[src/rtl/riscv_pkg.sv]
// rtl/riscv_pkg.sv - shared RV32I constants and fetch FSM state type
//
// Purpose: widths, reset PC default, opcode/funct3 constants used by the
// decode side, and the fetch-unit state encoding.

package riscv_pkg;

  localparam int          RV_XLEN     = 32;
  localparam logic [31:0] RV_RESET_PC = 32'h0000_0000;

  localparam logic [6:0]  OP_IMM      = 7'b0010011;
  localparam logic [6:0]  OP_BRANCH   = 7'b1100011;
  localparam logic [2:0]  F3_BNE      = 3'b001;

  // IDLE: nothing outstanding; WAIT: good-path read in flight;
  // DROP: wrong-path read in flight, its data will be thrown away.
  typedef enum logic [1:0] {
    IDLE = 2'd0,
    WAIT = 2'd1,
    DROP = 2'd2
  } fetch_state_t;

endpackage

[src/rtl/fetch_unit.sv]
// rtl/fetch_unit.sv - instruction fetch front end with one-entry buffer
//
// Purpose: owns the PC, issues single-outstanding word reads to imem and
// hands one buffered instruction at a time to decode. A taken branch
// (PCsrc on an accepted instruction) redirects to instr_pc + ImmOp.
// Ports:
//   clk, rst_n               clock, asynchronous active-low reset
//   imem_req/imem_addr       read request pulse and word address
//   imem_rvalid/imem_rdata   read response
//   instr_valid/instr_ready  decode handshake; instr, instr_pc payload
//   PCsrc, ImmOp             branch decision and offset for current instr
//   fetch_err                sticky misaligned-target / unsolicited-data flag

module fetch_unit
  import riscv_pkg::*;
#(
  parameter int              XLEN     = RV_XLEN,
  parameter logic [XLEN-1:0] RESET_PC = XLEN'(RV_RESET_PC)
) (
  input  logic            clk,
  input  logic            rst_n,
  output logic            imem_req,
  output logic [XLEN-1:0] imem_addr,
  input  logic            imem_rvalid,
  input  logic [31:0]     imem_rdata,
  output logic            instr_valid,
  input  logic            instr_ready,
  output logic [31:0]     instr,
  output logic [XLEN-1:0] instr_pc,
  input  logic            PCsrc,
  input  logic [XLEN-1:0] ImmOp,
  output logic            fetch_err
);

  localparam logic [XLEN-1:0] ALIGN_MASK = {{(XLEN-2){1'b1}}, 2'b00};

  fetch_state_t    state;
  logic [XLEN-1:0] fetch_pc;
  logic [XLEN-1:0] req_pc;

  logic            accept;
  logic            redirect;
  logic            misaligned;
  logic [XLEN-1:0] target;

  assign accept     = instr_valid & instr_ready;
  assign redirect   = accept & PCsrc;
  assign target     = instr_pc + ImmOp;
  assign misaligned = redirect & (target[1:0] != 2'b00);

  // The redirect target bypasses fetch_pc so the corrected fetch leaves in
  // the same cycle the branch is accepted.
  assign imem_addr = (redirect ? target : fetch_pc) & ALIGN_MASK;
  // Only issue when the buffer will be free to receive the response.
  assign imem_req  = rst_n & (state == IDLE) & (~instr_valid | accept);

  always_ff @(posedge clk or negedge rst_n) begin
    if (!rst_n) begin
      state       <= IDLE;
      fetch_pc    <= RESET_PC;
      req_pc      <= '0;
      instr_valid <= 1'b0;
      instr       <= '0;
      instr_pc    <= '0;
      fetch_err   <= 1'b0;
    end else begin
      if (misaligned) fetch_err <= 1'b1;
      if (accept) instr_valid <= 1'b0;

      case (state)
        IDLE: begin
          if (imem_rvalid) fetch_err <= 1'b1;
          if (imem_req) begin
            state    <= WAIT;
            fetch_pc <= imem_addr + XLEN'(4);
            req_pc   <= imem_addr;
          end
        end
        WAIT: begin
          if (redirect) begin
            fetch_pc <= target & ALIGN_MASK;
            state    <= imem_rvalid ? IDLE : DROP;
          end else if (imem_rvalid) begin
            instr       <= imem_rdata;
            instr_pc    <= req_pc;
            instr_valid <= 1'b1;
            state       <= IDLE;
          end
        end
        DROP: begin
          if (imem_rvalid) state <= IDLE;
        end
        default: state <= IDLE;
      endcase
    end
  end

  a_one_outstanding: assert property (@(posedge clk) disable iff (!rst_n)
    imem_req |-> (state == IDLE));
  a_addr_aligned: assert property (@(posedge clk) disable iff (!rst_n)
    imem_req |-> (imem_addr[1:0] == 2'b00));
  a_buffer_empty_on_data: assert property (@(posedge clk) disable iff (!rst_n)
    (imem_rvalid && state != IDLE) |-> !instr_valid);

endmodule

[config.mk]
export PLATFORM = sky130hd
export DESIGN_NAME = fetch_unit
export DESIGN_NICKNAME = d
export VERILOG_FILES = /design/src/rtl/riscv_pkg.sv /design/src/rtl/fetch_unit.sv
export SDC_FILE = /design/constraint.sdc
export NUM_CORES = 1
export LEC_CHECK = 0
export ABC_CLOCK_PERIOD_IN_PS = 5600
export CAP_MARGIN = 15
export CORE_ASPECT_RATIO = 1.25
export CORE_MARGIN = 1
export CORE_UTILIZATION = 48
export DETAILED_ROUTE_END_ITERATION = 10
export HOLD_SLACK_MARGIN = 0.03
export PLACE_DENSITY_LB_ADDON = 0.12
export SLEW_MARGIN = 40
export SYNTH_ARGS = -nofsm -noshare
export SYNTH_HDL_FRONTEND = slang
export SYNTH_SLANG_ARGS = --single-unit
[constraint.sdc]
create_clock -name clk -period 5.6 [get_ports clk]
set_clock_uncertainty 0.2 [all_clocks]
set_input_delay 1.68 -clock clk [delete_from_list [all_inputs] [get_ports clk]]
set_output_delay 1.68 -clock clk [all_outputs]
set_load 0.05 [all_outputs]
==> impl_metrics.tcl <==
set metrics [dict create \
    nets 1435 \
    synth_edf_count 0 \
    p_per_area_mw_per_mm2 672 \
    power_uw 9480 \
    num_rows 55 \
    maxCapViolations 0 \
    gp_congestion 0.917 \
    holdPathStages 2 \
    crit_family "compound AO/OA/AOI/OAI gates" \
    dp_slack_ns -0.719 \
    n_antenna_cell 0 \
    grt_pass1_vias 9486 \
    drtAntennaViolNets 0 \
    run_status "complete, but fails checks" \
    muxShareOfSynthArea_pct 10.4 \
    synth_xor_area_share_pct 2.30 \
    cts.sinks 126 \
    min_from "req_pc[12]" \
    post-route-period-util_pct 104 \
    tns_ns -1.38 \
    ir_drop_mv 0.410 \
    synth_compound_area_share_pct 24.2 \
    rsz0062_at_grt "yes" \
    hold_viol 0 \
    reg2reg_slack_ns 0.69 \
    slew_headroom_pct 47.3 \
    grt_usage_pct 32.1 \
    cts_hold_buffers 0 \
    h-tree-depth 4 \
    fillers 1191 \
    cts_tree "built" \
    mostFrequentLayoutCell "buf_4" \
    clkTransAtPathRegs_ns 0.07 \
    violations "setup timing" \
    cp.required_ns 3.72 \
    setup_slack_ns -0.204 \
    async_flop_share_pct 100 \
    die_area_mm2 0.0189 \
    synth-seq-area-share_pct 35.8 \
    cpMaxStageDelayCell "a211oi_4" \
    synth.avg_cell_area_um2 9.04 \
    path_buf_inv 4 \
    post-route-min-period_ns 5.80 \
    setup_violations 13 \
    hpwlAfterDp_um 20200 \
    holdPathEnd "req_pc[12]" \
    start_util_pct 48.9 \
    yosysUniqueCellTypes 101 \
    reg2reg_from "instr_pc[3]" \
    io_buffers 163 \
    grt_max_degree 65 \
    critPathLaunchType "primary input" \
    grt-ovfl-total 0 \
    drt_drc_violations_left 0 \
    core-area_mm2 0.0180 \
    r2r-end "fetch_pc[26]" \
    critPathMaxStageDelay_ns 0.27 \
    layout_common_cells "buf_4, dfrtp_1, nand2_1" \
    worst_pin_slew_ns 0.790 \
    place_area_mm2 0.0122 \
    synth_top_family_by_area "compound AO/OA/AOI/OAI gates" \
    synthCells 975 \
    endpoint_kind "output pin" \
    yosys.area_share.adder_pct 4.48 \
    wl_per_cell_um 19.1 \
    cts_buffers 17 \
    hold-worst-slack_ns 0.274 \
    drv_slew 0 \
    io_pins 168 \
    drive_gt1_share_pct 41.0 \
    vias 9466 \
    cts.root.buffer_cell "clkbuf_16" \
    cp_cell_sequence "buf_8, ha_4, a21o_1, nand4_1, a21oi_4, o211ai_1, buf_4, a211oi_4, o2111ai_2, nand2_1, xnor2_1, nor2_1, o21bai_4, inv_4, buf_12" \
    hp-class "reg -> reg" \
    areaGrowthSynthToFinish_pct 60.1 \
    grt_pass1_wl_um 47500 \
    path_max_fanout 3 \
    path_class "in -> out" \
    synth-simple-area-share_pct 18.8 \
    viasPerCell 6.01 \
    die_h_um 154 \
    netlist_area_mm2 0.00882 \
    max_freq_ghz 0.172 \
    synth_warnings 0 \
    die_w_um 123 \
    antenna_found_initial 0 \
    power_leakage_uw 0.00605 \
    insertion_delay_ns 0.43 \
    drt-pass1-iter-count 7 \
    yosys_register_bits 126 \
    fin_area_mm2 0.0141 \
    r2r_cells 29 \
    arrival_ns 3.92 \
    drt-initial-drc-count 568 \
    drt_wl_total_um 30200 \
    clockBufferDepth 2 \
    ys.flop_type "dfrtp_1" \
]
layout make-up:
type / instances / area (um^2) / area share, %
Clock buffer: 17 / 425 / 3.01
Timing Repair Buffer: 402 / 3770 / 26.7
Sequential cell: 126 / 3150 / 22.3
Clock inverter: 15 / 144 / 1.02
Tap cell: 228 / 285 / 2.02
Inverter: 15 / 66.3 / 0.470
Multi-Input combinational cell: 773 / 6270 / 44.4
cell families after synthesis:
kind of cell,after synthesis
fa+ha+maj,31
other cells,1
simple gates,324
compound gates,311
mux,82
flops,126
buf+inv,79
xor+xnor,21
state kept, by name, indices dropped and copies added, names as in the netlist:
register	flops
fetch_pc	30
instr	32
instr_valid	1
state	2
instr_pc	30
req_pc	30
fetch_err	1
worst register-to-register path, delay by kind of cell, from the launching register on:
family	cells	cell delay (ns)
multiplexers	1	0.10
AND/OR/NAND/NOR	3	0.29
AO/OA/AOI/OAI	7	1.35
flip-flops	1	0.47
adder cells (fa/ha/maj)	1	0.30
buffers and inverters	17	2.08
synthesized netlist by cell type, drive strengths merged (6+ instances only):
cell     count  share of area [%]
nand2      133                5.7
dfrtp      126                 36
a21oi       88                5.1
mux2        73                9.4
o21ai       64                3.9
nor2        59                2.6
clkbuf      37                1.6
nand3       33                2.0
ha          30                4.3
buf         27                1.8
a21o        25                2.2
a31oi       21                1.5
o22ai       19                1.4
xnor2       16                1.6
nand4       15                1.1
inv         14               0.60
and3        12               0.91
nor3        11               0.62
and2        10               0.74
a211oi       9               0.82
mux2i        9                1.0
nand2b       8               0.57
o21a         8               0.68
a21boi       7               0.60
or3          7               0.50
o2111ai      6               0.67
timing repair:
| item | 4_1_cts | 5_1_grt |
|---|---|---|
| endpoints found under the setup margin | 25 | 20 |
| setup buffers | 38 | 15 |
| resized for setup | 192 | 48 |
| pin swaps | 74 | 56 |
routing by layer:
layer / wire (um) / up-vias / global-route usage [%]
met1: 12000 / 4611 / 39.5
met5: 0 / - / 0
met4: 1060 / 0 / 13.3
met2: 15100 / 422 / 54.4
li1: - / 4349 / -
met3: 1980 / 84 / 6.19
power breakdown:
part           internal, uW  switching, uW
sequential             1330            364
clock                   588            501
combinational          3020           3680
per-stage QoR:
stage	instances	util, %
after CTS	1563	76.5
after global routing	1576	78.3
after detailed placement	1494	67.8
after floorplan	978	-
final	1576	78.3
after global placement	1494	67.8
worst max path at each step:
stage | endpoint | start | slack [ns] | cells after the start
final | imem_addr[31] | ImmOp[3] | -0.20 | 15
after floorplan | imem_addr[26] | ImmOp[2] | -0.04 | 10
after detailed placement | imem_addr[31] | ImmOp[10] | -0.72 | 14
after CTS | imem_addr[31] | ImmOp[3] | -0.21 | 15
after global placement | imem_addr[31] | ImmOp[10] | -0.72 | 14
after global routing | imem_addr[31] | ImmOp[3] | -0.34 | 15
Power figures use the tool's default switching activity.
==> variant 1, RTL diff (same settings) <==
Re-encode `fetch_state_t` (3 states) as one-hot, 3 bits wide.
--- a/src/rtl/riscv_pkg.sv
+++ b/src/rtl/riscv_pkg.sv
@@ -14,10 +14,10 @@
 
   // IDLE: nothing outstanding; WAIT: good-path read in flight;
   // DROP: wrong-path read in flight, its data will be thrown away.
-  typedef enum logic [1:0] {
-    IDLE = 2'd0,
-    WAIT = 2'd1,
-    DROP = 2'd2
+  typedef enum logic [2:0] {
+    IDLE = 3'b001,
+    WAIT = 3'b010,
+    DROP = 3'b100
   } fetch_state_t;
 
 endpackage
Formal check against the unedited RTL: no difference found for any inputs over 4 cycles, from zero or initial values and one cycle with rst_n low; so few cycles prove little.
==> variant 1 against the original RTL <==
The flow still finishes with violations (negative setup slack); combinational power decreased by 14%; power fell by 11%; routed wire length up 6.6%; count of clock-buffer cells in the layout up 2; cell area about the same; synthesized area down 5.0%; setup slack worse by 0.12 ns; hold slack worse by 0.0012 ns; synthesized cell count shrank 3.8%; die area shrank 4.9%; register-to-register slack improved by 0.08 ns; sequential cell count is 1 higher; critical path type unchanged.
==> variant 1: results (changes against the original RTL) <==
.. list-table::
   :header-rows: 1

   * - Metric
     - Value
   * - Repair and plain buffers
     - 447 (+11%)
   * - Critical Path AT
     - 4.04 ns (+0.12 ns)
   * - Number of instances resized during post-cts repair
     - 206 (+7.3%)
   * - Worst Hold Path EP
     - req_pc[16]
   * - Result of the run
     - finished with violations
   * - Compound-cell area share of the yosys netlist
     - 0.2213 (-0.02069)
   * - Proportion of cell area occupied by registers
     - 0.2253 (+0.001882)
   * - Sum of negative setup slack
     - -2.339 ns (-0.9614 ns)
   * - Violated checks
     - negative setup slack
   * - Share of synthesized area spent on multiplexers
     - 0.08959 (-0.01472)
   * - Startpoint of the worst hold path
     - req_pc[16]
   * - Synthesized instance count
     - 938 (-3.8%)
   * - Aggregate routed wire length
     - 32.18 mm (+6.6%)
   * - Average vias per placed instance
     - 6.014 (+0.13%)
   * - Number of clock buffer instances in the layout
     - 19 (+2)
   * - Total setup violations reported at the end of the flow
     - 15 (+2)
   * - Wire length per cell after detailed routing
     - 20.35 um (+6.3%)
   * - Fraction of layout cells with a size suffix above 1
     - 0.4379 (+0.02768)
   * - Final estimated routing congestion in global placement
     - 0.9325 (+1.7%)
   * - Global routing usage summed across all routing layers
     - 0.3460 (+0.02468)
   * - Least setup slack across all paths after layout
     - -0.3237 ns (-0.1201 ns)
   * - Setup repair bufs after CTS
     - 69 (+82%)
   * - Total of fill cells in the finished design
     - 1,009 (-15%)
   * - Register-to-register setup slack
     - 0.77 ns (+0.08 ns)
   * - Clock tree cell share of total cell area
     - 0.04052 (+0.0001808)
   * - Slew of the pin with the lowest slew margin
     - 0.7989 ns (+0.008424 ns)
   * - Peak supply drop
     - 0.4619 mV (+13%)
   * - Non-clock buffer contribution to total cell area
     - 0.2884 (+0.02148)
-- variant 1: cell count changes after synthesis, sizes merged, moves of 7 or more --
| cell | change |
|---|---|
| a21oi | -17 |
| nand3 | -9 |
| xnor2 | +7 |
| inv | +10 |
| mux2 | -9 |
| nor3 | +9 |
| a31oi | -9 |
| nand2 | +15 |
| a21o | -12 |
-- variant 1: critical path, stage by stage --
cell and delay, ns:
sky130_fd_sc_hd__buf_2 0.12, sky130_fd_sc_hd__ha_4 0.26, sky130_fd_sc_hd__buf_4 0.12, sky130_fd_sc_hd__buf_4 0.15
sky130_fd_sc_hd__o21ai_0 0.10, sky130_fd_sc_hd__nor2_1 0.32, sky130_fd_sc_hd__nor2_1 0.20, sky130_fd_sc_hd__o31ai_2 0.37
sky130_fd_sc_hd__nor3_2 0.10, sky130_fd_sc_hd__xnor2_1 0.16, sky130_fd_sc_hd__mux2_4 0.31, sky130_fd_sc_hd__buf_12 0.16
-- variant 1: per-layer routing --
metal  global-route usage  vias up  part of all wire
met2               0.5727      552              0.48
met3              0.06631      147             0.076
met4               0.1950        0             0.057
met5                    0        -                 0
li1                     -     4247                 -
met1               0.4212     4562              0.39
-- variant 1: metrics by stage --
stage	utilization	setup slack, ns	instance area [um^2]	hold WS (ns)
after floorplan	-	-0.1066	8632	0.2421
after global placement	0.7134	-0.7301	12110	0.2526
after detailed placement	0.7134	-0.8386	12110	0.2602
after CTS	0.8045	-0.2994	13660	0.2747
after global routing	0.8311	-0.3937	14110	0.2958
final	0.8311	-0.3237	14110	0.2728
-- variant 1: where the power goes --
part	internal (uW)	switching, uW	total (uW)
Sequential	1300	293	1600
Combinational	2550	3210	5760
Clock	630	482	1110
Total	4490	3990	8470
==> variant 2, RTL diff (same flow settings) <==
Without the edit above. The package constant `RV_XLEN` goes from 32 to 48.
--- a/src/rtl/riscv_pkg.sv
+++ b/src/rtl/riscv_pkg.sv
@@ -5,7 +5,7 @@
 
 package riscv_pkg;
 
-  localparam int          RV_XLEN     = 32;
+  localparam int          RV_XLEN     = 48;
   localparam logic [31:0] RV_RESET_PC = 32'h0000_0000;
 
   localparam logic [6:0]  OP_IMM      = 7'b0010011;
Ports: changed (resized ImmOp, imem_addr and instr_pc); port bits go from 168 to 216. No check against the original RTL was run, so the function may have changed too.
==> variant 2 against the original RTL <==
The run still ends with negative setup slack left; largest cell class unchanged; synthesized area is 48% higher; power rose by 55%; utilization is 6.2 points higher; largest power group unchanged; via count is 69% higher; fmax decreased by 6.6%; sequential cell count grew 48; routed wire length increased by 88%; setup slack got worse by 0.41 ns; cell area rose by 60%; clock power rose by 17%; cell count up 65%; sequential power increased by 36%.
==> variant 2: results (changes against the original RTL) <==
.. list-table::
   :header-rows: 1

   * - Metric
     - Value
   * - Clk Latency, worst-skew pair
     - 0.47 ns (+0.04 ns)
   * - Critical R2R Capture
     - fetch_pc[46]
   * - First-pass GRT wire length
     - 84.50 mm (+78%)
   * - Sequential element share of the synthesized area
     - 0.3342 (-0.02342)
   * - Cts bufs inserted
     - 17 (unchanged)
   * - Worst path max stage delay
     - 0.29 ns (+0.02 ns)
   * - Start point of the critical path
     - ImmOp[18]
   * - Total setup violations reported at the end of the flow
     - 34 (+21)
   * - Violated checks
     - negative setup slack
   * - Worst Hold Path EP
     - req_pc[21]
   * - Crit-path slowest cell
     - sky130_fd_sc_hd__ha_4
   * - Leakage power total
     - 0.009759 uW (+61%)
   * - Iteration-0 DRC Markers
     - 1,324 (+130%)
   * - Sum of negative setup slack
     - -11.08 ns (-9.703 ns)
   * - Average vias per placed instance
     - 6.176 (+2.8%)
   * - Detailed placer's ending HPWL
     - 38.71 mm (+92%)
   * - Least setup slack across all paths after layout
     - -0.6157 ns (-0.4121 ns)
   * - Top post-synthesis cells by area
     - sky130_fd_sc_hd__dfrtp_1, sky130_fd_sc_hd__nand2_1, sky130_fd_sc_hd__mux2_2
   * - Pin count of the biggest net entering global routing
     - 77 (+18%)
   * - Peak supply drop
     - 0.4635 mV (+13%)
   * - Startpoint of the worst hold path
     - req_pc[21]
   * - Number of search-and-repair iterations in the first detailed-routing pass
     - 8 (+1)
   * - Headroom to the max-slew limit
     - 0.4623 (-0.01069)
   * - Synthesized instance count
     - 1,572 (+61%)
   * - Aggregate routed wire length
     - 56.85 mm (+88%)
   * - Register-to-register setup slack
     - 0.89 ns (+0.20 ns)
   * - Total of fill cells in the finished design
     - 1,546 (+30%)
   * - Count of cells along the worst register-to-register path
     - 18 (-38%)
   * - Distinct cell type count of the synthesized netlist
     - 102 (+0.99%)
   * - Nets
     - 2,369 (+65%)
   * - Largest fanout on the critical path
     - 7 (+4)
   * - Port Buf Inserts
     - 211 (+29%)
   * - Result of the run
     - finished with violations
   * - Switching fraction of total power
     - 0.4881 (+0.008910)
   * - Via count of the first global-routing pass
     - 15.87k (+67%)
variant 2: cells by family (layout without fill, tap and decap cells):
group / after synthesis / in the layout / share of synthesized area
mux: 95 / 95 / 0.08096
compound gates: 450 / 450 / 0.2308
simple gates: 620 / 620 / 0.2309
xor+xnor: 49 / 49 / 0.03294
other cells: 1 / 4 / 0.0002879
buf+inv: 136 / 811 / 0.04418
fa+ha+maj: 47 / 47 / 0.04572
flops: 174 / 174 / 0.3342
variant 2: worst max-delay path by stage:
stage | cells after the start | end | slack [ns]
3_5_place_dp | 13 | imem_addr[47] | -1.0
6_report | 16 | imem_addr[47] | -0.62
2_1_floorplan | 10 | imem_addr[34] | -0.44
4_1_cts | 14 | imem_addr[47] | -0.53
5_1_grt | 16 | imem_addr[47] | -0.69
3_3_place_gp | 12 | imem_addr[26] | -0.95
variant 2: power groups by stage:
| stage | combinational, uW | clock (uW) | sequential, uW |
|---|---|---|---|
| after floorplan | 4380 | 0 | 3160 |
| after global placement | 9110 | 0 | 2260 |
| after detailed placement | 9230 | 0 | 2300 |
| after CTS | 10300 | 1270 | 2300 |
| after global routing | 11600 | 1320 | 2390 |
| final | 11100 | 1270 | 2320 |
variant 2: worst max-delay path, delay by kind of cell:
family	cells	cell delay (ns)
mux	1	0.23
simple gates	5	0.69
compound gates	3	0.57
fa+ha+maj	1	0.29
buf+inv	6	0.89
variant 2: timing repair:
action                     CTS  global route
setup buffers               86            54
pin swaps                  143           100
setup endpoints to repair   63            47
resized for setup          379           125
gates cloned                 0             0
variant 2: metrics by stage:
step	cell area [um^2]	worst slack, ns
floorplan	13870	-0.4439
global placement	19350	-0.9485
detailed placement	19350	-0.9988
CTS	21720	-0.5310
global route	22580	-0.6931
finish	22580	-0.6157
variant 2: per-layer routing:
layer | wire, um | vias up | global-route usage
met5 | 0 | - | 0
met4 | 4649 | 0 | 0.2882
met3 | 4356 | 308 | 0.08098
met2 | 27570 | 917 | 0.6770
met1 | 20280 | 7684 | 0.4390
li1 | - | 7117 | -
variant 2: layout make-up:
type | instances | area share
Inverter | 32 | 0.005875
Clock inverter | 15 | 0.008424
Clock buffer | 17 | 0.01884
Multi-Input combinational cell | 1265 | 0.4515
Sequential cell | 174 | 0.1929
Timing Repair Buffer | 747 | 0.3033
Tap cell | 345 | 0.01912
